==> src/rtl/vezerles_utemezo_pkg.sv <==
// Shared state encoding, code-order constants and the index-to-code mapping
// used by the vezerles_utemezo sequencer.
package vezerles_utemezo_pkg;

  typedef enum logic [1:0] {
    IDLE = 2'd0,
    RUN  = 2'd1,
    DONE = 2'd2
  } state_t;

  localparam logic MODE_BIN  = 1'b0;
  localparam logic MODE_GRAY = 1'b1;

  function automatic logic [2:0] seq_code(input logic [2:0] idx, input logic mode);
    return (mode == MODE_GRAY) ? (idx ^ (idx >> 1)) : idx;
  endfunction

endpackage

==> src/rtl/vezerles_utemezo_dekoder.sv <==
// Combinational 3-input / 2-output control decoder (a is the MSB of the code).
module vezerles_dekoder (
  input  logic i_a,
  input  logic i_b,
  input  logic i_c,
  output logic o_q1,
  output logic o_q2
);

  assign o_q1 = (~i_a & ~(i_b & i_c)) | (i_a & i_b);
  assign o_q2 = i_a | (i_b & i_c);

endmodule

==> src/rtl/vezerles_utemezo.sv <==
// Steps the decoder input code through a latched index range, holding each
// code for a programmable number of cycles, with a start/busy/done handshake.
//
//   state | meaning
//   IDLE  | outputs parked at 0, waiting for start
//   RUN   | driving codes; hold counter counts down per code
//   DONE  | one-cycle completion pulse, then back to IDLE
module vezerles_utemezo
  import vezerles_utemezo_pkg::*;
#(
  parameter int HOLD_W = 8,
  parameter int CNT_W  = 8
) (
  input  logic              i_clk,
  input  logic              i_rst,
  input  logic              i_start,
  input  logic              i_stop,
  input  logic [2:0]        i_first_code,
  input  logic [2:0]        i_last_code,
  input  logic [HOLD_W-1:0] i_hold_len,
  input  logic              i_mode,
  output logic              o_a,
  output logic              o_b,
  output logic              o_c,
  output logic              o_q1,
  output logic              o_q2,
  output logic              o_busy,
  output logic              o_done,
  output logic [CNT_W-1:0]  o_q2_count
);

  state_t              r_state;
  state_t              w_state_nxt;
  logic [2:0]          r_idx;
  logic [2:0]          r_last;
  logic                r_mode;
  logic [HOLD_W-1:0]   r_reload;
  logic [HOLD_W-1:0]   r_hold_cnt;
  logic [2:0]          r_code;
  logic                r_q1;
  logic                r_q2;
  logic [CNT_W-1:0]    r_q2_count;

  logic                w_load;
  logic                w_step;
  logic                w_hold_dec;
  logic                w_clear;
  logic [2:0]          w_next_idx;
  logic                w_next_mode;
  logic [2:0]          w_next_code;
  logic                w_dec_q1;
  logic                w_dec_q2;
  logic [HOLD_W-1:0]   w_start_reload;

  always_ff @(posedge i_clk) begin
    if (i_rst) r_state <= IDLE;
    else       r_state <= w_state_nxt;
  end

  // stop is checked before the hold/step/complete decisions so it always wins.
  always_comb begin
    w_state_nxt = r_state;
    w_load      = 1'b0;
    w_step      = 1'b0;
    w_hold_dec  = 1'b0;
    w_clear     = 1'b0;
    case (r_state)
      IDLE: begin
        if (i_start) begin
          w_load      = 1'b1;
          w_state_nxt = RUN;
        end
      end
      RUN: begin
        if (i_stop) begin
          w_clear     = 1'b1;
          w_state_nxt = IDLE;
        end else if (r_hold_cnt != '0) begin
          w_hold_dec = 1'b1;
        end else if (r_idx == r_last) begin
          w_clear     = 1'b1;
          w_state_nxt = DONE;
        end else begin
          w_step = 1'b1;
        end
      end
      DONE:    w_state_nxt = IDLE;
      default: w_state_nxt = IDLE;
    endcase
  end

  // The decoder sees the code about to be driven, so q1/q2 land with a,b,c.
  assign w_next_idx     = (r_state == IDLE) ? i_first_code : r_idx + 3'd1;
  assign w_next_mode    = (r_state == IDLE) ? i_mode : r_mode;
  assign w_next_code    = seq_code(w_next_idx, w_next_mode);
  assign w_start_reload = (i_hold_len == '0) ? '0 : i_hold_len - 1'b1;

  vezerles_dekoder u_dekoder (
    .i_a  (w_next_code[2]),
    .i_b  (w_next_code[1]),
    .i_c  (w_next_code[0]),
    .o_q1 (w_dec_q1),
    .o_q2 (w_dec_q2)
  );

  always_ff @(posedge i_clk) begin
    if (i_rst) begin
      r_idx      <= '0;
      r_last     <= '0;
      r_mode     <= MODE_BIN;
      r_reload   <= '0;
      r_hold_cnt <= '0;
      r_code     <= '0;
      r_q1       <= 1'b0;
      r_q2       <= 1'b0;
      r_q2_count <= '0;
    end else begin
      if (w_load) begin
        r_idx      <= i_first_code;
        r_last     <= i_last_code;
        r_mode     <= i_mode;
        r_reload   <= w_start_reload;
        r_hold_cnt <= w_start_reload;
        r_code     <= w_next_code;
        r_q1       <= w_dec_q1;
        r_q2       <= w_dec_q2;
        r_q2_count <= w_dec_q2 ? CNT_W'(1) : '0;
      end else if (w_step) begin
        r_idx      <= w_next_idx;
        r_hold_cnt <= r_reload;
        r_code     <= w_next_code;
        r_q1       <= w_dec_q1;
        r_q2       <= w_dec_q2;
        if (w_dec_q2 && (r_q2_count != '1))
          r_q2_count <= r_q2_count + 1'b1;
      end else if (w_hold_dec) begin
        r_hold_cnt <= r_hold_cnt - 1'b1;
      end
      if (w_clear) begin
        r_code     <= '0;
        r_q1       <= 1'b0;
        r_q2       <= 1'b0;
        r_hold_cnt <= '0;
      end
    end
  end

  assign o_a        = r_code[2];
  assign o_b        = r_code[1];
  assign o_c        = r_code[0];
  assign o_q1       = r_q1;
  assign o_q2       = r_q2;
  assign o_busy     = (r_state == RUN);
  assign o_done     = (r_state == DONE);
  assign o_q2_count = r_q2_count;

endmodule

==> config.mk <==
export PLATFORM = sky130hd
export DESIGN_NAME = vezerles_utemezo
export DESIGN_NICKNAME = d
export VERILOG_FILES = /design/src/rtl/vezerles_utemezo_pkg.sv /design/src/rtl/vezerles_utemezo_dekoder.sv /design/src/rtl/vezerles_utemezo.sv
export SDC_FILE = /design/constraint.sdc
export NUM_CORES = 1
export LEC_CHECK = 0
export ABC_AREA = 1
export BUFFER_PORTS_ARGS = -buffer_cell sky130_fd_sc_hd__buf_2
export CORE_MARGIN = 10
export CORE_UTILIZATION = 34
export DETAILED_ROUTE_END_ITERATION = 8
export PLACE_DENSITY_LB_ADDON = 0.12
export SLEW_MARGIN = 20
export SYNTH_ARGS = -nofsm -noshare
export SYNTH_HDL_FRONTEND = slang
export SYNTH_SLANG_ARGS = --single-unit
==> constraint.sdc <==
create_clock -name i_clk -period 2.1 [get_ports i_clk]
set_input_delay 0.105 -clock i_clk [delete_from_list [all_inputs] [get_ports i_clk]]
set_output_delay 0.105 -clock i_clk [all_outputs]
set_load 0.1 [all_outputs]
==> results by stage <==
Synth:
- The number of different library cells in the post-synthesis netlist is 32.
- The most used flip-flop cell after synthesis is sky130_fd_sc_hd__dfxtp_1.
- After synthesis, the share of flip-flops with an asynchronous set or reset is 0%.
- The synthesized design contains 0 enable-type register cells.
- In this run the cell area of the synthesized design comes to 2250 µm².
- The sequential fraction of the synthesis area is 33.8%.
- The flip-flop and latch count after synthesis is 38.
- The total nets after synthesis is 362.
- Synthesis produced a netlist whose cell count is 337.
- The total of warnings raised by yosys is 0.
- The average instance area after synthesis is 6.68 µm².

Clocking:
- The clock-pin slew on the worst setup and hold paths is 70 ps.
- Once the clock tree was built, the setup fixing pass inserted 0 buffers.
- The maximum clock path buffer count is 2.
- Clock latency on the worst-skew pair, taken at its later pin, is 290 ps.
- The hold buffer count at cts is 0.
- The clock net sink count is 38.
- Clock tree synthesis selected as its root buffer the cell sky130_fd_sc_hd__clkbuf_8.
- The H-tree depth reported by CTS is 2.
- Buffers inserted during clock tree synthesis total 5.
- The total of cells resized after clock tree synthesis is 0.
- The clock tree from TritonCTS is built.

Setup path:
- The critical path class is flop to flop.
- Walking the worst path, the cells encountered are inv_1, ha_1, nand2_1, nor2_2, inv_1, nand2_1, nand3_1, buf_4, nand2_1, o21bai_1, nand2_1, inv_1.
- Among the stages of the critical path, the cell type that occurs most often is sky130_fd_sc_hd__nand2_1.
- Measured in cells, the most critical reg-to-reg path has a length of 12.
- STA puts the critical path data required time at 2340 ps.
- The worst setup path is captured at a flop.
- The type of element launching the critical path is a flop.
- The highest cell delay on the worst timing path is 330 ps.
- The worst endpoint data arrival time is 1990 ps.
- The critical-path maximum fanout is 6.
- The library cell contributing the largest single delay on the critical path is sky130_fd_sc_hd__dfxtp_1.

Power:
- The design draws 2.09 mW.
- The maximum vdd drop is 0.270 mV.
- The leakage power of the design is 1.26 nW.
- Power spread over the standard cell area amounts to 795 nW/µm².

Global route:
- The overall fraction of global-route tracks in use is 11.8%.
- Entering global routing, the biggest net connects 16 pins.
- The number of global-route vias before repair came to 2124.
- The global-route congestion overflow total is 0.
- The initial antenna violation count is 0.
- The global-route wire length before repair is 9920 µm.

Placed design:
- The detailed placement HPWL is 4590 µm.
- The post-placement cell count is 449.
- Input and output buffers added on the ports amount to 33.
- The final weighted congestion in routability-driven placement is 0.818.

Detailed routing:
- The first routing iteration left 127 violations.
- The ratio of routed vias to standard cells is 4.81.
- After detailed routing, the average wire length per cell comes to 12.5 µm.
- The first detailed-routing pass took 4 iterations.
- The remaining antenna violation count is 0.
- Summed over all layers, the routed wires come to 5720 µm.
- For this run, design rule violations remaining after detail routing come to 0.
- The detailed-route via count is 2198.

Floorplan:
- In this run the count of I/O pins placed on the die edge is 34.
- The total number of placement rows is 29.
- For this configuration, the core starts out at a cell density of 35.2%.
- The die footprint is 10300 µm².
- The die height is 101 µm.
- Measured along the x axis, the die boundary spans 101 µm.
- The core area is 6390 µm².

Layout:
- At the end of the flow, the number of nets in the layout was 404.
- The post-route core utilization is 41.1%.
- Compared with the post-synthesis result, the final layout area differs by 16.7%.
- The count of placed standard cells in the final layout, fillers left out is 457.
- The ratio of cells with drive above 1 in the final layout is 19.7%.
- The number of filler instances in the final layout is 738.
- The number of antenna diodes in the final layout is 0.
- The total area of multi-input combinational cells is 1260 µm².
- The sequential cells in the finished layout cover a total of 766 µm².

STA:
- For this run, the top clock speed supported by timing is 569 MHz.
- In this run the tightest slew margin relative to its limit is 67.2%.
- The period utilization is 83.7%.
- The actual slew at the worst max-slew pin is 496 ps.
- The number of max-slew violations in the final report is 0.
- The hold violation total from the final report came to 0.
- The clock period minus final worst setup slack is 1760 ps.
- The number of setup violations in the final report is 0.
- The final setup skew is 8.85 ps.
- After routing, the total negative slack on setup checks comes to 0 ps.
- Setup repair after global routing left no endpoint under its margin.

Job:
- The max-cap check violation count is 0.

Hold path:
- The worst hold path was traced through 3 stages.
- The tightest min-delay check is of the input port to flop type.

Run status:
- The flow ran to the end, and the final reports show no timing, DRC or antenna violations.
[cell usage after synthesis, types with 3 or more instances]
master,count,share of area (%)
sky130_fd_sc_hd__xor2_1,8,3.1
sky130_fd_sc_hd__ha_1,6,3.3
sky130_fd_sc_hd__o21ai_1,6,1.3
sky130_fd_sc_hd__nand3_1,24,5.3
sky130_fd_sc_hd__nand4_1,9,2.5
sky130_fd_sc_hd__dfxtp_1,38,34
sky130_fd_sc_hd__a21oi_1,25,5.6
sky130_fd_sc_hd__inv_1,42,7.0
sky130_fd_sc_hd__nor2_1,31,5.2
sky130_fd_sc_hd__nor2_2,3,0.83
sky130_fd_sc_hd__nor3_1,4,0.89
sky130_fd_sc_hd__nand2_2,5,1.4
sky130_fd_sc_hd__inv_2,5,0.83
sky130_fd_sc_hd__nand2_1,84,14
sky130_fd_sc_hd__buf_2,3,0.67
sky130_fd_sc_hd__xnor2_1,5,1.9
sky130_fd_sc_hd__o21ai_0,18,4.0
sky130_fd_sc_hd__nor2_4,3,1.5
[report_power, final]
group	leakage (nW)	internal, mW	switching, mW
clock network	0.0482	0.265	0.253
registers	0.314	0.792	0.0513
logic	0.895	0.235	0.491
[logic make-up (layout without fill, tap and decap cells)]
logic type / Yosys count / after routing / share of synthesized area (%)
buf+inv: 55 / 98 / 10.3
compound gates: 53 / 53 / 12.2
xor+xnor: 13 / 13 / 5.06
flops: 38 / 38 / 33.8
simple gates: 172 / 172 / 35.2
fa+ha+maj: 6 / 6 / 3.34
[final cells by class]
type / count / area share (%)
multi-input cells: 244 / 47.8
flip-flops and latches: 38 / 29.2
repair buffers: 43 / 9.15
inverters: 47 / 6.72
well taps: 77 / 3.67
clock buffers: 7 / 3.29
clock inverters: 1 / 0.191
[sequential cells by signal, summed over array words and instances, names as in the netlist]
name and flops:
o_q2_count 8, o_q1 1, r_reload 8, r_code 3, r_mode 1, r_hold_cnt 8, o_q2 1, r_state 2
r_idx 3, r_last 3
[per-stage QoR]
stage          setup WS [ps]  instance area [µm²]  hold slack (ps)
2_1_floorplan           39.8                 2250              174
3_3_place_gp             363                 2530              367
3_5_place_dp             350                 2530              364
4_1_cts                  324                 2630             69.7
5_1_grt                  109                 2630              101
6_report                 343                 2630             79.5
[worst max-delay path: cells and delay by family (launching register included)]
family	cells	cell delay [ps]
AND/OR/NAND/NOR	6	620
buffers and inverters	4	480
flip-flops	1	330
adder cells (fa/ha/maj)	1	160
AO/OA/AOI/OAI	1	110
[path summary, 6_finish.rpt]
path                                endpoint                       start  slack, ps
setup / recovery  r_hold_cnt[3]$_SDFFE_PP0P_  r_hold_cnt[0]$_SDFFE_PP0P_        340
hold / removal           r_mode$_SDFFE_PP0P_                      i_mode         80
setup reg to reg  r_hold_cnt[3]$_SDFFE_PP0P_  r_hold_cnt[0]$_SDFFE_PP0P_        340
hold reg to reg          r_mode$_SDFFE_PP0P_         r_mode$_SDFFE_PP0P_        450
[layout by cell type, fill, tap and decap left out]
master                      n
sky130_fd_sc_hd__o21bai_1   2
sky130_fd_sc_hd__xnor2_1    5
sky130_fd_sc_hd__clkbuf_1   1
sky130_fd_sc_hd__nand3_2    2
sky130_fd_sc_hd__xor2_1     8
sky130_fd_sc_hd__dfxtp_2    4
sky130_fd_sc_hd__and3_1     1
sky130_fd_sc_hd__o21ai_0   18
sky130_fd_sc_hd__nand3_1   24
sky130_fd_sc_hd__nor2_1    31
sky130_fd_sc_hd__clkbuf_8   6
sky130_fd_sc_hd__buf_4     10
sky130_fd_sc_hd__nor3b_1    1
sky130_fd_sc_hd__dfxtp_1   34
sky130_fd_sc_hd__or2_1      1
sky130_fd_sc_hd__nor4_1     1
sky130_fd_sc_hd__o21ai_1    6
sky130_fd_sc_hd__nand4_1    9
sky130_fd_sc_hd__nor3_1     4
sky130_fd_sc_hd__buf_2     33
sky130_fd_sc_hd__clkinv_2   1
sky130_fd_sc_hd__o21ai_2    1
sky130_fd_sc_hd__nand2_1   84
sky130_fd_sc_hd__nand2_2    5
sky130_fd_sc_hd__inv_2      5
sky130_fd_sc_hd__nor2_2     3
sky130_fd_sc_hd__a21oi_1   25
sky130_fd_sc_hd__nor2_8     1
sky130_fd_sc_hd__nand3b_1   1
sky130_fd_sc_hd__nor2_4     3
sky130_fd_sc_hd__or2_2      1
sky130_fd_sc_hd__ha_1       6
sky130_fd_sc_hd__inv_1     42
sky130_fd_sc_hd__o22ai_1    1
[metal layers]
metal | vias to the layer above | routed length [µm] | part of all wire [%] | global-route usage, %
met5 | - | 0 | 0 | 0
met4 | 0 | 98 | 1.7 | 4.29
met3 | 7 | 285 | 5.0 | 3.34
met2 | 38 | 2550 | 45 | 18.3
met1 | 991 | 2790 | 49 | 15.1
li1 | 1162 | - | - | -
No activity file was read; power rests on OpenSTA's default activity.
